==> src/rtl/multicycle_controller_pkg.sv <==
// Shared constants for the multicycle ARM-subset controller: state encoding,
// datapath select codes, ALU command decode and the condition-code evaluator.
package multicycle_controller_pkg;

  localparam logic [3:0] S_FETCH  = 4'd0;
  localparam logic [3:0] S_DECODE = 4'd1;
  localparam logic [3:0] S_MEMADR = 4'd2;
  localparam logic [3:0] S_MEMRD  = 4'd3;
  localparam logic [3:0] S_MEMWB  = 4'd4;
  localparam logic [3:0] S_MEMWR  = 4'd5;
  localparam logic [3:0] S_EXECR  = 4'd6;
  localparam logic [3:0] S_EXECI  = 4'd7;
  localparam logic [3:0] S_ALUWB  = 4'd8;
  localparam logic [3:0] S_BRANCH = 4'd9;

  localparam logic [1:0] OP_DP    = 2'b00;
  localparam logic [1:0] OP_MEM   = 2'b01;
  localparam logic [1:0] OP_BR    = 2'b10;
  localparam logic [1:0] OP_UNDEF = 2'b11;

  localparam logic [1:0] ALU_ADD = 2'b00;
  localparam logic [1:0] ALU_SUB = 2'b01;
  localparam logic [1:0] ALU_AND = 2'b10;
  localparam logic [1:0] ALU_ORR = 2'b11;

  localparam logic [3:0] CMD_ADD = 4'b0100;
  localparam logic [3:0] CMD_SUB = 4'b0010;
  localparam logic [3:0] CMD_AND = 4'b0000;
  localparam logic [3:0] CMD_ORR = 4'b1100;

  localparam logic [1:0] SRCB_RD2  = 2'b00;
  localparam logic [1:0] SRCB_IMM  = 2'b01;
  localparam logic [1:0] SRCB_FOUR = 2'b10;

  localparam logic [1:0] RES_ALUOUT = 2'b00;
  localparam logic [1:0] RES_DATA   = 2'b01;
  localparam logic [1:0] RES_ALU    = 2'b10;

  typedef enum logic [3:0] {
    COND_EQ = 4'b0000,
    COND_NE = 4'b0001,
    COND_CS = 4'b0010,
    COND_CC = 4'b0011,
    COND_MI = 4'b0100,
    COND_PL = 4'b0101,
    COND_VS = 4'b0110,
    COND_VC = 4'b0111,
    COND_HI = 4'b1000,
    COND_LS = 4'b1001,
    COND_GE = 4'b1010,
    COND_LT = 4'b1011,
    COND_GT = 4'b1100,
    COND_LE = 4'b1101,
    COND_AL = 4'b1110,
    COND_NV = 4'b1111
  } cond_e;

  // nzcv is {N,Z,C,V}; the NV encoding never executes.
  function automatic logic cond_eval(input logic [3:0] cond, input logic [3:0] nzcv);
    logic n, z, c, v;
    {n, z, c, v} = nzcv;
    case (cond)
      COND_EQ: return z;
      COND_NE: return ~z;
      COND_CS: return c;
      COND_CC: return ~c;
      COND_MI: return n;
      COND_PL: return ~n;
      COND_VS: return v;
      COND_VC: return ~v;
      COND_HI: return c & ~z;
      COND_LS: return ~c | z;
      COND_GE: return n == v;
      COND_LT: return n != v;
      COND_GT: return ~z & (n == v);
      COND_LE: return z | (n != v);
      COND_AL: return 1'b1;
      default: return 1'b0;
    endcase
  endfunction

endpackage

==> src/rtl/multicycle_controller_main_fsm.sv <==
// Instruction sequencer: state register plus per-state raw control decode.
// Strobes leave here ungated; the top applies the condition and reset gating.
//
// state  | meaning
// FETCH  | read instruction at PC, PC += 4
// DECODE | read registers, compute PC+8, latch condition result
// MEMADR | compute load/store address
// MEMRD  | read data memory
// MEMWB  | write loaded data to Rd
// MEMWR  | write data memory
// EXECR  | ALU operation, register operand
// EXECI  | ALU operation, immediate operand
// ALUWB  | write ALU result to Rd
// BRANCH | compute branch target into PC
module multicycle_controller_main_fsm
  import multicycle_controller_pkg::*;
#(
  parameter int STATE_W = 4
) (
  input  logic       clk,
  input  logic       rst_n,
  input  logic [1:0] op,
  input  logic       funct_i,
  input  logic       funct_l,
  output logic       irw,
  output logic       next_pc,
  output logic       adr_src,
  output logic       alu_src_a,
  output logic [1:0] alu_src_b,
  output logic [1:0] result_src,
  output logic       alu_op,
  output logic       reg_w,
  output logic       mem_w,
  output logic       branch,
  output logic       decode
);

  logic [STATE_W-1:0] state, next_state;

  always_ff @(posedge clk or negedge rst_n) begin
    if (!rst_n) state <= S_FETCH;
    else        state <= next_state;
  end

  always_comb begin
    next_state = S_FETCH;
    irw        = 1'b0;
    next_pc    = 1'b0;
    adr_src    = 1'b0;
    alu_src_a  = 1'b0;
    alu_src_b  = SRCB_RD2;
    result_src = RES_ALUOUT;
    alu_op     = 1'b0;
    reg_w      = 1'b0;
    mem_w      = 1'b0;
    branch     = 1'b0;
    decode     = 1'b0;
    case (state)
      S_FETCH: begin
        irw        = 1'b1;
        next_pc    = 1'b1;
        alu_src_a  = 1'b1;
        alu_src_b  = SRCB_FOUR;
        result_src = RES_ALU;
        next_state = S_DECODE;
      end
      S_DECODE: begin
        alu_src_a  = 1'b1;
        alu_src_b  = SRCB_FOUR;
        result_src = RES_ALU;
        decode     = 1'b1;
        case (op)
          OP_MEM:   next_state = S_MEMADR;
          OP_DP:    next_state = funct_i ? S_EXECI : S_EXECR;
          OP_BR:    next_state = S_BRANCH;
          OP_UNDEF: next_state = S_FETCH;
          default:  next_state = S_FETCH;
        endcase
      end
      S_MEMADR: begin
        alu_src_b  = SRCB_IMM;
        next_state = funct_l ? S_MEMRD : S_MEMWR;
      end
      S_MEMRD: begin
        adr_src    = 1'b1;
        next_state = S_MEMWB;
      end
      S_MEMWB: begin
        result_src = RES_DATA;
        reg_w      = 1'b1;
      end
      S_MEMWR: begin
        adr_src = 1'b1;
        mem_w   = 1'b1;
      end
      S_EXECR: begin
        alu_op     = 1'b1;
        next_state = S_ALUWB;
      end
      S_EXECI: begin
        alu_src_b  = SRCB_IMM;
        alu_op     = 1'b1;
        next_state = S_ALUWB;
      end
      S_ALUWB: begin
        reg_w = 1'b1;
      end
      S_BRANCH: begin
        alu_src_b  = SRCB_IMM;
        result_src = RES_ALU;
        branch     = 1'b1;
      end
      default: next_state = S_FETCH;
    endcase
  end

endmodule

==> src/rtl/multicycle_controller.sv <==
// Multicycle ARM-subset control unit: sequencer, ALU decode, NZCV flags and
// condition gating of every architectural write strobe.
module multicycle_controller
  import multicycle_controller_pkg::*;
#(
  parameter int STATE_W = 4
) (
  input  logic       clk,
  input  logic       rst_n,
  input  logic [3:0] Cond,
  input  logic [1:0] Op,
  input  logic [5:0] Funct,
  input  logic [3:0] Rd,
  input  logic [3:0] ALUFlags,
  output logic       PCWrite,
  output logic       IRWrite,
  output logic       RegWrite,
  output logic       MemWrite,
  output logic       AdrSrc,
  output logic       ALUSrcA,
  output logic [1:0] ALUSrcB,
  output logic [1:0] ResultSrc,
  output logic [1:0] ALUControl,
  output logic [1:0] ImmSrc,
  output logic [1:0] RegSrc,
  output logic [3:0] Flags
);

  logic       irw, next_pc, alu_op, reg_w, mem_w, branch, decode;
  logic       cond_ex_q, cmd_ok, pcs;
  logic [1:0] flag_w;

  multicycle_controller_main_fsm #(.STATE_W(STATE_W)) u_main_fsm (
    .clk        (clk),
    .rst_n      (rst_n),
    .op         (Op),
    .funct_i    (Funct[5]),
    .funct_l    (Funct[0]),
    .irw        (irw),
    .next_pc    (next_pc),
    .adr_src    (AdrSrc),
    .alu_src_a  (ALUSrcA),
    .alu_src_b  (ALUSrcB),
    .result_src (ResultSrc),
    .alu_op     (alu_op),
    .reg_w      (reg_w),
    .mem_w      (mem_w),
    .branch     (branch),
    .decode     (decode)
  );

  // Unknown commands fall back to add and must not touch the flags.
  always_comb begin
    ALUControl = ALU_ADD;
    cmd_ok     = 1'b0;
    if (alu_op) begin
      case (Funct[4:1])
        CMD_ADD: begin ALUControl = ALU_ADD; cmd_ok = 1'b1; end
        CMD_SUB: begin ALUControl = ALU_SUB; cmd_ok = 1'b1; end
        CMD_AND: begin ALUControl = ALU_AND; cmd_ok = 1'b1; end
        CMD_ORR: begin ALUControl = ALU_ORR; cmd_ok = 1'b1; end
        default: begin ALUControl = ALU_ADD; cmd_ok = 1'b0; end
      endcase
    end
    flag_w[1] = Funct[0] & cmd_ok;
    flag_w[0] = Funct[0] & cmd_ok & ((ALUControl == ALU_ADD) | (ALUControl == ALU_SUB));
  end

  // cond_ex_q is sampled only in DECODE, so an EXEC flag update cannot
  // retroactively cancel the same instruction's writeback.
  always_ff @(posedge clk or negedge rst_n) begin
    if (!rst_n) begin
      cond_ex_q <= 1'b0;
      Flags     <= 4'b0000;
    end else begin
      if (decode) cond_ex_q <= cond_eval(Cond, Flags);
      if (flag_w[1] & cond_ex_q) Flags[3:2] <= ALUFlags[3:2];
      if (flag_w[0] & cond_ex_q) Flags[1:0] <= ALUFlags[1:0];
    end
  end

  assign pcs      = ((Rd == 4'd15) & reg_w) | branch;
  assign PCWrite  = rst_n & (next_pc | (pcs & cond_ex_q));
  assign IRWrite  = rst_n & irw;
  assign RegWrite = rst_n & reg_w & cond_ex_q;
  assign MemWrite = rst_n & mem_w & cond_ex_q;

  assign ImmSrc = Op;
  assign RegSrc = {Op == OP_MEM, Op == OP_BR};

endmodule

==> config.mk <==
export PLATFORM = sky130hd
export DESIGN_NAME = multicycle_controller
export DESIGN_NICKNAME = d
export VERILOG_FILES = /design/src/rtl/multicycle_controller_pkg.sv /design/src/rtl/multicycle_controller_main_fsm.sv /design/src/rtl/multicycle_controller.sv
export SDC_FILE = /design/constraint.sdc
export NUM_CORES = 1
export LEC_CHECK = 0
export ABC_AREA = 1
export BUFFER_PORTS_ARGS = -buffer_cell sky130_fd_sc_hd__buf_2
export CAP_MARGIN = 5
export CORE_UTILIZATION = 50
export CTS_BUF_LIST = sky130_fd_sc_hd__clkbuf_2
export DETAILED_ROUTE_END_ITERATION = 12
export PLACE_DENSITY_LB_ADDON = 0.12
export RECOVER_POWER = 50
export SETUP_SLACK_MARGIN = 0.02
export SYNTH_ARGS = -nofsm -noshare
export SYNTH_HDL_FRONTEND = slang
export SYNTH_SLANG_ARGS = --single-unit
==> constraint.sdc <==
create_clock -name clk -period 3 [get_ports clk]
set_input_delay 0.15 -clock clk [delete_from_list [all_inputs] [get_ports clk]]
set_output_delay 0.15 -clock clk [all_outputs]
set_load 0.02 [all_outputs]
# == Word-level counts from Yosys, hierarchy flattened ==
# Cells that the tools add are included.
# word_totals
input_bits,22
ff_bits,9
output_inout_bits,20
word_cells,91
# op_classes
n_eq_ne,33
n_mux,19
reduce_logical,12
bitwise,23
# op_table
operator,count
4-bit == test (second input constant),11
4-bit by 3-bit == test with 1-bit output (second input constant),9
4-bit by 2-bit == test with 1-bit output (second input constant),5
4-bit case mux with 5 select lines,1
4-bit case mux with 4 select lines,1
1-bit case mux with 15 select lines,1
1-bit AND,14
4-bit zero test,3
1-bit 2-to-1 mux,11
4-bit by 1-bit == test with 1-bit output (second input constant),2
2-bit case mux with 2 select lines,2
2-bit OR reduction,4
2-bit case mux with 3 select lines,1
3-bit OR reduction,2
1-bit bitwise OR,5
2-bit by 1-bit == test with 1-bit output (second input constant),2
2-bit == test (second input constant),2
2-bit zero test,2
1-bit inverter,4
4-bit OR reduction,1
3-bit 2-to-1 mux,1
2-bit 2-to-1 mux,1
1-bit == test,1
1-bit inequality test,1

# == Longest topological paths before layout ==
# logic_depth
depth_word,8
depth_mapped,10
depth_no_buf,10

# == By module ==
# From an unflattened synthesis, not the netlist that was laid out.
# hier_totals
hier_cells,154
area_unflattened_um2,875.8
# modules_own_cells
mod,cells_each,area_per_inst_um2,instances
multicycle_controller,105,560.5,1
multicycle_controller_main_fsm,49,315.3,1

# == Worst setup path before layout ==
# Ideal clock, no wire load.
# synth_path
kind,reg-to-output
from,register u_main_fsm.state[1]
to,output port PCWrite
required_time_ns,2.850
arrival_ns,1.269
stages_incl_launch_ff,7
n_path_buf,1
setup_slack_ns,1.581
cell_sequence,dfrtp_1 > clkbuf_8 > nor2_1 > o21ai_0 > o21ai_0 > nand2_1 > a21oi_1
# synth_via
elab_chain_len,8
# synth_lines
element,line_no,text
"start, declared",multicycle_controller_main_fsm.sv:38,"logic [STATE_W-1:0] state, next_state;"
"start signal, assigned",multicycle_controller_main_fsm.sv:42,else state <= next_state;
4-bit by 3-bit == test with 1-bit output / 4-bit == test (equally long branches),multicycle_controller_main_fsm.sv:58,case (state)
2-bit OR reduction (no source line),-,
1-bit 2-to-1 mux,multicycle_controller_main_fsm.sv:58,
1-bit AND,multicycle_controller.sv:82,assign pcs = ((Rd == 4'd15) & reg_w) | branch;
1-bit bitwise OR,multicycle_controller.sv:82,
1-bit AND,multicycle_controller.sv:83,assign PCWrite = rst_n & (next_pc | (pcs & cond_ex_q));
1-bit bitwise OR (*),multicycle_controller.sv:83,
1-bit AND (*),multicycle_controller.sv:83,
"end, declared",multicycle_controller.sv:15,"output logic PCWrite,"
# Every way passes the cells marked *; elsewhere a longest branch is shown, timed or not.

# == Final worst setup path ==
# layout_path
from,input port rst_n
to,output port MemWrite
# layout_via
elab_chain_len,2
# layout_lines
element,line_no,text
"start, declared",multicycle_controller.sv:9,"input logic rst_n,"
1-bit AND (2 in a row),multicycle_controller.sv:86,assign MemWrite = rst_n & mem_w & cond_ex_q;
"end, declared",multicycle_controller.sv:18,"output logic MemWrite,"
# Every way passes these cells.

==> metrics.md <==
| Metric | Value |
|---|---|
| Status | finished clean |
| GR Overflow Total | 0 |
| Top FF cell, synth | dfrtp_1 |
| Share of layout cells above drive strength 1 | 0.225 |
| Skew final | 0.00191 ns |
| Die Wd | 42.8 microns |
| RSZ-0062 raised after global routing | no |
| Most frequent cells in the layout | nand2_1 (42), buf_2 (32), inv_1 (25) |
| Largest stage delay, worst path | 0.54 ns |
| Initial antenna violation count | 0 |
| Final setup vio count | 0 |
| Worst setup EP type | primary output |
| Core box area | 1520 sq um |
| Syn-to-layout area delta | 25.3% |
| Post-CTS Hold Fix Bufs | 1 |
| Hold violation total from the final report | 0 |
| # resized after CTS | 0 |
| CTS Root Cell | clkbuf_2 |
| CTS Sinks | 9 |
| Seq/Total Area, Yosys | 0.271 |
| P_leak | 0.000630 uW |
| WS Path Type | primary input to primary output |
| Max cap viols | 0 |
| Syn Inst Count | 140 |
| Post-synthesis cell type count | 21 |
| Tmin final | 1.73 ns |
| Residual DRC | 0 |
| Drt via density | 5.00 |
| Finished Layout Cells | 198 |
| Setup WS pre-CTS | 1.54 ns |
| Syn_area_per_cell | 5.93 sq um |
| DPL Wire Length | 1.62 mm |
| Critical path buffer and inverter count | 3 |
| Syn Nets | 162 |
| Overall global routing resource usage | 0.223 |
| Setup TNS | 0 ns |
| Req. time, crit path | 2.85 ns |
| Max Clk Rate | 0.577 GHz |
| Share of flip-flops with an asynchronous set or reset | 1.00 |
| Final setup margin | 1.27 ns |
| PD cells | 670 nW/um^2 |
| Crit-path cells | dlygate4sd3_1 -> clkbuf_1 -> nand2_1 -> nor2_1 -> buf_2 |
| Max Fanout on Critical Path | 11 |
| Flops & latches, synth | 9 |
| Routed Antenna Nets | 0 |
| Die Height | 42.8 microns |
| Clock latency at the later pin of the worst-skew pair | 0.24 ns |
| CP arrival | 1.58 ns |
| Top Ports | 42 |
| Buffers on Ports | 41 |
| Most common cell after layout, fill and taps aside | nand2_1 |
| Peak VDD IR | 0.000684 V |
| Clock buffer depth | 2 |
| Wire per inst | 9.81 microns |
| Post-CTS setup buffer count | 0 |
| Slew Viols, Final | 0 |
| Htree depth | 1 |
| Drt first pass iters | 4 |
| First-pass GRT wire length | 3.15 mm |
| Largest net degree at the start of global routing | 12 |
| CTS clk-pin slew, worst paths | 0.08 ns |
| Slowest stage cell on the critical path | dlygate4sd3_1 |
| Final Net Count | 205 |
| Vias in the first global route | 789 |
| Vias | 990 |
| Die Area | 1830 sq um |
| Cell row count | 14 |
| Top delay family on crit path | buffers and inverters |
| CTS buffer count | 3 |
| Measured slew at the worst slew-check pin | 0.574 ns |
| Max_slew headroom | 0.617 |
| Starting Density | 0.545 |
| CTS tree | built |
| Min-Delay Path Class | primary input to flip-flop |
| Crit path launch type | primary input |
| Synth Warn # | 0 |
| # diodes | 0 |
| Post-route clock period utilization | 0.577 |
| Mapped Area | 831 sq um |
| Final WL | 1.94 mm |
| Gp weighted congestion | 0.826 |
| First DRT Iteration DRCs | 24 |
| EDFF count, synth | 0 |
| Placed Cells incl. Taps | 193 |
==> metrics by stage <==
| step | power, uW | hold slack [ns] | area, sq um | utilization |
|---|---|---|---|---|
| 2_1_floorplan | 510 | -0.146 | 831 | - |
| 3_3_place_gp | 619 | 0.0264 | 1020 | 0.671 |
| 3_5_place_dp | 625 | 0.0277 | 1020 | 0.671 |
| 4_1_cts | 704 | 0.102 | 1050 | 0.690 |
| 5_1_grt | 757 | 0.118 | 1040 | 0.683 |
| 6_report | 697 | 0.116 | 1040 | 0.683 |
==> path summary, 6_finish.rpt <==
check	startpoint	to	slack, ns	depth (start not counted)
max in group asynchronous	rst_n	Flags[2]	2.19	2
worst max register to register	u_main_fsm.state[3]	Flags[1]	1.71	6
worst min-delay path	ALUFlags[2]	Flags[2]	0.12	3
min in group asynchronous	rst_n	u_main_fsm.state[0]	0.44	2
worst min register to register	Flags[1]	Flags[1]	0.54	2
worst max-delay path	rst_n	MemWrite	1.27	5
==> cells in the mapped netlist (all sizes together) (2+ instances only) <==
master  count  area (sq um)
nand3      17          85.1
o211ai      3          22.5
o21ai       8          40.0
a21oi       3          15.0
nand4       2          12.5
inv        26          97.6
nor2       19          78.8
dfrtp       9           225
buf         3          20.0
nand2      44           175
==> state kept, by name (all words and copies together), names as in the netlist <==
register	count
Flags	4
u_main_fsm.state	4
cond_ex_q	1
==> worst min-delay path, stage by stage <==
cell	delay [ns]
buf_2	0.08
nand2_1	0.04
o21ai_0	0.05
==> cell families (layout without fill, tap and decap cells) <==
family | after synthesis | after routing | share of synthesized area
compound gates | 17 | 17 | 0.120
buf+inv | 30 | 72 | 0.158
flops | 9 | 9 | 0.271
simple gates | 84 | 84 | 0.450
==> where the power goes <==
part / internal (uW) / switching, uW / total [uW]
combinational: 132 / 275 / 406
clock: 35.4 / 40.1 / 75.5
sequential: 159 / 56.1 / 215
total: 326 / 371 / 697
==> cell type report <==
cell class                      instances  area [sq um]
Multi-Input combinational cell        101           474
Tap cell                               16          20.0
Fill cell                             158           483
Clock buffer                            4          20.0
Sequential cell                         9           225
Inverter                               26          97.6
Timing Repair Buffer                   42           204
==> layer usage <==
metal	vias up	share of wire	GRT usage
li1	526	-	-
met1	422	0.48	0.319
met2	38	0.44	0.345
met3	4	0.068	0.0170
met5	-	0	0
met4	0	0.0082	0.0875
Note: power is estimated with default switching activity, not from simulation.
